**config.mk**
```make
export PLATFORM = sky130hd
export DESIGN_NAME = mix_columns_iter
export DESIGN_NICKNAME = d
export VERILOG_FILES = /design/src/rtl/mix_columns_iter.sv
export SDC_FILE = /design/constraint.sdc
export NUM_CORES = 1
export LEC_CHECK = 0
export ABC_AREA = 1
export CAP_MARGIN = 25
export CELL_PAD_IN_SITES_DETAIL_PLACEMENT = 0
export CELL_PAD_IN_SITES_GLOBAL_PLACEMENT = 1
export CORE_MARGIN = 5
export CORE_UTILIZATION = 36
export CTS_CLUSTER_DIAMETER = 100
export CTS_CLUSTER_SIZE = 20
export DETAILED_ROUTE_END_ITERATION = 8
export PLACE_DENSITY_LB_ADDON = 0.1
export SYNTH_ARGS = -nofsm -noshare
export SYNTH_HDL_FRONTEND = slang
export SYNTH_SLANG_ARGS = --single-unit
```
**constraint.sdc**
```tcl
create_clock -name clk -period 3 [get_ports clk]
set_input_delay 0.9 -clock clk [delete_from_list [all_inputs] [get_ports clk]]
set_output_delay 0.9 -clock clk [all_outputs]
set_load 0.01 [all_outputs]
```
**src/rtl/mix_columns_iter.sv**
```systemverilog
// mix_columns_iter: iterative AES MixColumns stage with final-round bypass and valid/ready handshake
module mix_columns_iter #(
  parameter int COLS_PER_CYCLE = 1
) (
  input  logic         clk,
  input  logic         rst,
  input  logic         in_valid,
  output logic         in_ready,
  input  logic [127:0] in_data,
  input  logic         in_last,
  output logic         out_valid,
  input  logic         out_ready,
  output logic [127:0] out_data
);
  if (!(COLS_PER_CYCLE == 1 || COLS_PER_CYCLE == 2 || COLS_PER_CYCLE == 4)) begin : g_bad
    $error("COLS_PER_CYCLE must be 1, 2 or 4");
  end
  typedef enum logic [1:0] {IDLE, BUSY, DONE} state_t;
  localparam logic [1:0] STEP = 2'(COLS_PER_CYCLE);
  function automatic logic [7:0] xt(input logic [7:0] a);
    return {a[6:0], 1'b0} ^ (a[7] ? 8'h1b : 8'h00);
  endfunction
  function automatic logic [31:0] mix(input logic [31:0] c);
    logic [7:0] a0, a1, a2, a3;
    {a0, a1, a2, a3} = c;
    return {xt(a0) ^ xt(a1) ^ a1 ^ a2 ^ a3,
            a0 ^ xt(a1) ^ xt(a2) ^ a2 ^ a3,
            a0 ^ a1 ^ xt(a2) ^ xt(a3) ^ a3,
            xt(a0) ^ a0 ^ a1 ^ a2 ^ xt(a3)};
  endfunction
  state_t       state, state_n;
  logic [1:0]   col;
  logic [127:0] src;
  logic [1:0]   idx   [COLS_PER_CYCLE];
  logic [31:0]  mixed [COLS_PER_CYCLE];
  // column c occupies bits [32*(3-c) +: 32], i.e. base {~c, 5'b0}
  for (genvar j = 0; j < COLS_PER_CYCLE; j++) begin : g_lane
    assign idx[j]   = col + 2'(j);
    assign mixed[j] = mix(src[{~idx[j], 5'b0} +: 32]);
  end
  always_ff @(posedge clk) state <= rst ? IDLE : state_n;
  always_comb begin
    state_n   = state;
    in_ready  = state == IDLE;
    out_valid = state == DONE;
    if (state == IDLE && in_valid) state_n = in_last ? DONE : BUSY;
    else if (state == BUSY && idx[COLS_PER_CYCLE-1] == 2'd3) state_n = DONE;
    else if (state == DONE && out_ready) state_n = IDLE;
  end
  always_ff @(posedge clk) begin
    if (rst) begin
      src      <= '0;
      col      <= '0;
      out_data <= '0;
    end else if (state == IDLE && in_valid) begin
      src <= in_data;
      col <= '0;
      if (in_last) out_data <= in_data;
    end else if (state == BUSY) begin
      for (int k = 0; k < COLS_PER_CYCLE; k++) out_data[{~idx[k], 5'b0} +: 32] <= mixed[k];
      col <= col + STEP;
    end
  end
endmodule
```
After elaboration in Yosys (flattened, before gate mapping)
Index checks and enable logic that the tools add are counted.
{ "word_totals": {"reg_bits": 260, "input_bits": 133, "output_inout_bits": 130, "wordCells": 54} }
{ "classes": {"n_addsub": 2, "n_eq_ne": 4, "shift": 3, "mux": 12, "bitwise_logic": 21, "n_reduce_logical": 8} }
{ "ops": {"columns": ["cell", "n"], "rows": [
  ["two-way mux 128 bit", 3],
  ["bitwise mux 128 bit", 1],
  ["variable shift 32 x 9 -> 128 bit, first input constant", 1],
  ["variable part select 128 x 8 -> 32 bit", 1],
  ["variable part select 32 x 9 -> 128 bit", 1],
  ["XOR 8 bit", 16],
  ["XOR 8 x 5 -> 8 bit", 4],
  ["two-way mux 5 bit", 4],
  ["negator 7 -> 9 bit", 1],
  ["two-way mux 2 bit", 4],
  ["== test 2 bit, second input constant", 2],
  ["logical AND 1 bit", 3],
  ["nonzero test 3 bit", 1],
  ["adder 2 x 1 -> 2 bit, second input constant", 1],
  ["== test 2 x 1 -> 1 bit, second input constant", 1],
  ["logical NOT 2 bit", 1],
  ["!= test 2 bit, second input constant", 1],
  ["inverter 2 bit", 1],
  ["AND reduction 2 bit", 1],
  ["nonzero test 2 bit", 1],
  ["OR reduction 2 bit", 1]
]} }

Logic depth before layout (Yosys ltp)
{ "depth": {"ltp_word": 12, "ltp_mapped": 17, "depth_no_buf": 15} }

Worst setup path after synthesis
No wires, ideal clock.
{ "synth_timing": {"path_kind": "register to register", "from": "register col[0]", "to": "register out_data[59]", "setup_time_ns": 0.070, "arrival_time_ns": 2.394, "required_time_ns": 2.930, "slack_ns": 0.537, "path_stages_with_launch": 13, "n_path_buf": 7, "period_less_slack_ns": 2.463, "cell_sequence": "dfxtp_1 -> buf_6 -> inv_4 -> buf_6 -> buf_6 -> buf_2 -> buf_1 -> ha_1 -> and3_1 -> clkbuf_1 -> buf_1 -> nand4_1 -> a21oi_1"} }
{ "synth_via": {"elab_chain_cells": 12, "word_cells_on_any_way": 32, "classes_between": "add/sub (1); shift (3); mux (7); bitwise (21)"} }
{ "synth_rtl": {"columns": ["item", "line", "text"], "rows": [
  ["start, declared", "32", "logic [1:0] col;"],
  ["start signal, assigned", "61", "col <= col + STEP;"],
  ["inverter 2 bit (*)", "39, 60", null],
  ["variable part select 128 x 8 -> 32 bit", "39", "assign mixed[j] = mix(src[{~idx[j], 5'b0} +: 32]);"],
  ["two-way mux 5 bit", "21", "return {a[6:0], 1'b0} ^ (a[7] ? 8'h1b : 8'h00);"],
  ["XOR 8 x 5 -> 8 bit", "21", null],
  ["XOR 8 bit, on equally long branches (4 in series)", "29, 26, 27", null],
  ["variable part select 32 x 9 -> 128 bit", "60", "for (int k = 0; k < COLS_PER_CYCLE; k++) out_data[{~idx[k], 5'b0} +: 32] <= mixed[k];"],
  ["bitwise mux 128 bit (*)", "60", null],
  ["two-way mux 128 bit (*)", "59", "end else if (state == BUSY) begin"],
  ["two-way mux 128 bit (*)", "55", "end else if (state == IDLE && in_valid) begin"],
  ["end signal, assigned", "58", "if (in_last) out_data <= in_data;"],
  ["end, declared", "13", "output logic [127:0] out_data"]
]} }
Every way passes the cells marked *; elsewhere a longest branch is shown, timed or not. The select of a mux whose other input is x is not followed.
A chain may end at the register's enable or synchronous reset.

Worst setup path after layout
{ "layout_timing": {"from": "register col[0]", "to": "register out_data[126]"} }
Same word-level chain as after synthesis.

==> impl_metrics.csv <==
group,metric,value,unit
finish,antenna_cells,0,
synthesis,synth_edf_count,0,
floorplanning,rows,70,
clocking,clkSinkCount,260,
critical_path,path_class,"flop to flop",
clocking,cts-root-buf,"clkbuf_16",
detailed_routing,antenna_left,0,
floorplanning,core_area,36700,um^2
synthesis,synth_flop_cell,"dfxtp_1",
sta,fin_crit,2.77,ns
floorplanning,die_area,41200,um^2
floorplanning,die_h,203,um
critical_path,start_kind,"flop",
grt,groute.usage.overall,30.2,%
placed_design,gp_congestion,0.953,
synthesis,yosysUniqueCellTypes,34,
clocking,clkTransAtPathRegs,0.09,ns
critical_path,crit_chain,"inv_4 -> buf_4 -> nand2_1 -> nand2_1 -> nand2_1 -> nand2_1 -> inv_1 -> nand2_1 -> nand2_1 -> nand2_1 -> nand3_1 -> nor2_1 -> nand2_1 -> a21oi_1",
critical_path,arrival,3.22,ns
detailed_routing,drc,0,
floorplanning,die-width,203,um
synthesis,synth-simple-area-share,34.8,%
sta,maxSlewViolCount,0,
detailed_routing,routed_wl,65.1,mm
critical_path,cpMostUsedCell,"nand2_1",
placed_design,placed_cells,2746,
sta,rsz0062_at_grt,"false",
critical_path,cp-startpoint,"col[0]",
detailed_routing,first_pass_iters,5,
finish,final_layout_size_suffix_gt1_share,7.28,%
floorplanning,start_util,36.5,%
sta,whs,0.470,ns
clocking,postCtsHoldBufs,0,
power,peakVddDrop,0.286,mV
sta,finalSetupTns,0,ns
synthesis,ys.warnings.count,0,
flow_run,maxCapViolCount,0,
placed_design,hpwl,48.4,mm
clocking,clock_latency,0.52,ns
synthesis,postSynthCellCount,2073,
detailed_routing,drt-vias-per-instance,5.53,
power,leakagePower,7.23,nW
synthesis,synthTopCellsByArea,"dfxtp_1 (39%), nand2_1 (24%), a21oi_1 (11%)",
synthesis,syn_area_per_cell,6.47,um^2
placed_design,dpl_cell_area,17000,um^2
critical_path,path_delay_family,"simple AND/OR/NAND/NOR gates",
outcome,status,"completed",
synthesis,syn-cell-area,13400,um^2
placed_design,io_buffers,262,
hold_path,hold_path.class,"flop to flop",
synthesis,yosys.area.top_type,"dfxtp_1",
clocking,post_cts_resized,0,
synthesis,ys_seq_area_share,38.8,%
synthesis,synth-seq-cells,260,
power,power,9.72,mW
detailed_routing,post_drt_wl_per_cell,23.6,um
sta,fmax,361,MHz
synthesis,synth_fa_ha_area_share,0.373,%
clocking,tritoncts,"built",
finish,final_cell_count_no_fill,2763,
critical_path,cpPeakStageDelay,0.51,ns
grt,grt_overflow,0,
detailed_routing,vias,15279,
synthesis,synth_xor_area_share,1.38,%
sta,setup_viol_count_final,0,
synthesis,async_reset_ff_share,0,%
synthesis,synth_top_family_by_area,"simple AND/OR/NAND/NOR gates",
detailed_routing,drt_iter0_markers,1618,
synthesis,synthMostInstantiatedCell,"nand2_1",
sta,worstMarginPinSlew,0.746,ns
critical_path,cp-end-kind,"flop",
synthesis,synth_compound_area_share,18.6,%
sta,fin_skew,0.0235,ns
grt,grt_max_degree,136,
clocking,cts_inserted_buffers,16,
placed_design,dp_slack,0.178,ns
sta,finalHoldViolCount,0,
finish,final_util,47.5,%
sta,fin_ws,0.226,ns
critical_path,path_max_fanout,54,
synthesis,synth_top_area_share,38.8,%
synthesis,synth_common_cells,"nand2_1 (868), a21oi_1 (301), dfxtp_1 (260)",
grt,grt_pass1_wl,94.9,mm
clocking,clockBufferDepth,3,
clocking,cts_htree_levels,1,
clocking,cts_post_setup_buffers_inserted,0,
floorplanning,io_pins,263,
critical_path,r2r-start,"col[0]",
hold_path,hold_start,"src[82]",
power,power_density,557,nW/um^2
critical_path,path_buf_inv,3,
synthesis,synth_mux_area_share,0,%
critical_path,required,3.45,ns
synthesis,syn_nets,2210,
finish,fin_area,17400,um^2
grt,antenna_found_initial,1,
finish,nets,2433,
critical_path,crit_path_top_delay_cell,"inv_4",
finish,area_delta_synth_final,30.1,%
grt,grt_pass1_vias,14386,
sta,slew_headroom,50.2,%
sta,period_share,92.5,%
[metal layers]
| metal | vias up | wire length [um] | global-route usage [%] |
|---|---|---|---|
| met5 | - | 21 | 0 |
| met4 | 4 | 2660 | 10.5 |
| met3 | 87 | 5470 | 4.42 |
| met2 | 688 | 27500 | 44.6 |
| met1 | 7188 | 29400 | 44.7 |
| li1 | 7312 | - | - |
[tightest hold or removal path: stages (launching register included)]
cell	delay, ns
dfxtp_1	0.32
nand2_1	0.06
a21oi_1	0.05
[final cells by class]
class                           instances  area [um^2]
Fill cell                            3773        19300
Sequential cell                       260         5210
Inverter                               43          170
Clock buffer                           17          425
Timing Repair Buffer                  350         3640
Tap cell                              468          586
Multi-Input combinational cell       1625         7410
[power breakdown]
group | internal (mW) | switching (mW)
Sequential | 3.74 | 0.177
Combinational | 1.37 | 2.18
Clock | 1.01 | 1.25
[cells by family after synthesis]
logic type,count (synthesis)
AO/OA/AOI/OAI,484
XOR/XNOR,13
adder cells (fa/ha/maj),4
buffers and inverters,188
flip-flops,260
AND/OR/NAND/NOR,1124
[sequential cells by signal, summed over array words and instances (netlist names)]
| name | flops |
|---|---|
| src | 128 |
| out_data | 128 |
| col | 2 |
| state | 2 |
[worst paths after layout]
path / endpoint / slack [ns] / cells after the start
max: out_data[126] / 0.23 / 14
min: src[82] / 0.47 / 2
max reg2reg: out_data[126] / 0.23 / 14
min reg2reg: src[82] / 0.47 / 2
[layout by cell type (no fill, tap or decap), types with 10 or more instances in the layout]
master	instances
nand2_2	16
dfxtp_1	258
nor2_1	12
clkdlybuf4s50_1	261
inv_1	30
inv_2	10
buf_4	60
a21oi_1	301
a31oi_1	39
clkbuf_16	17
o21ai_0	127
buf_12	29
nand2_1	867
nand4_1	54
nand3_1	155
Note: power is estimated with default switching activity, not from simulation.
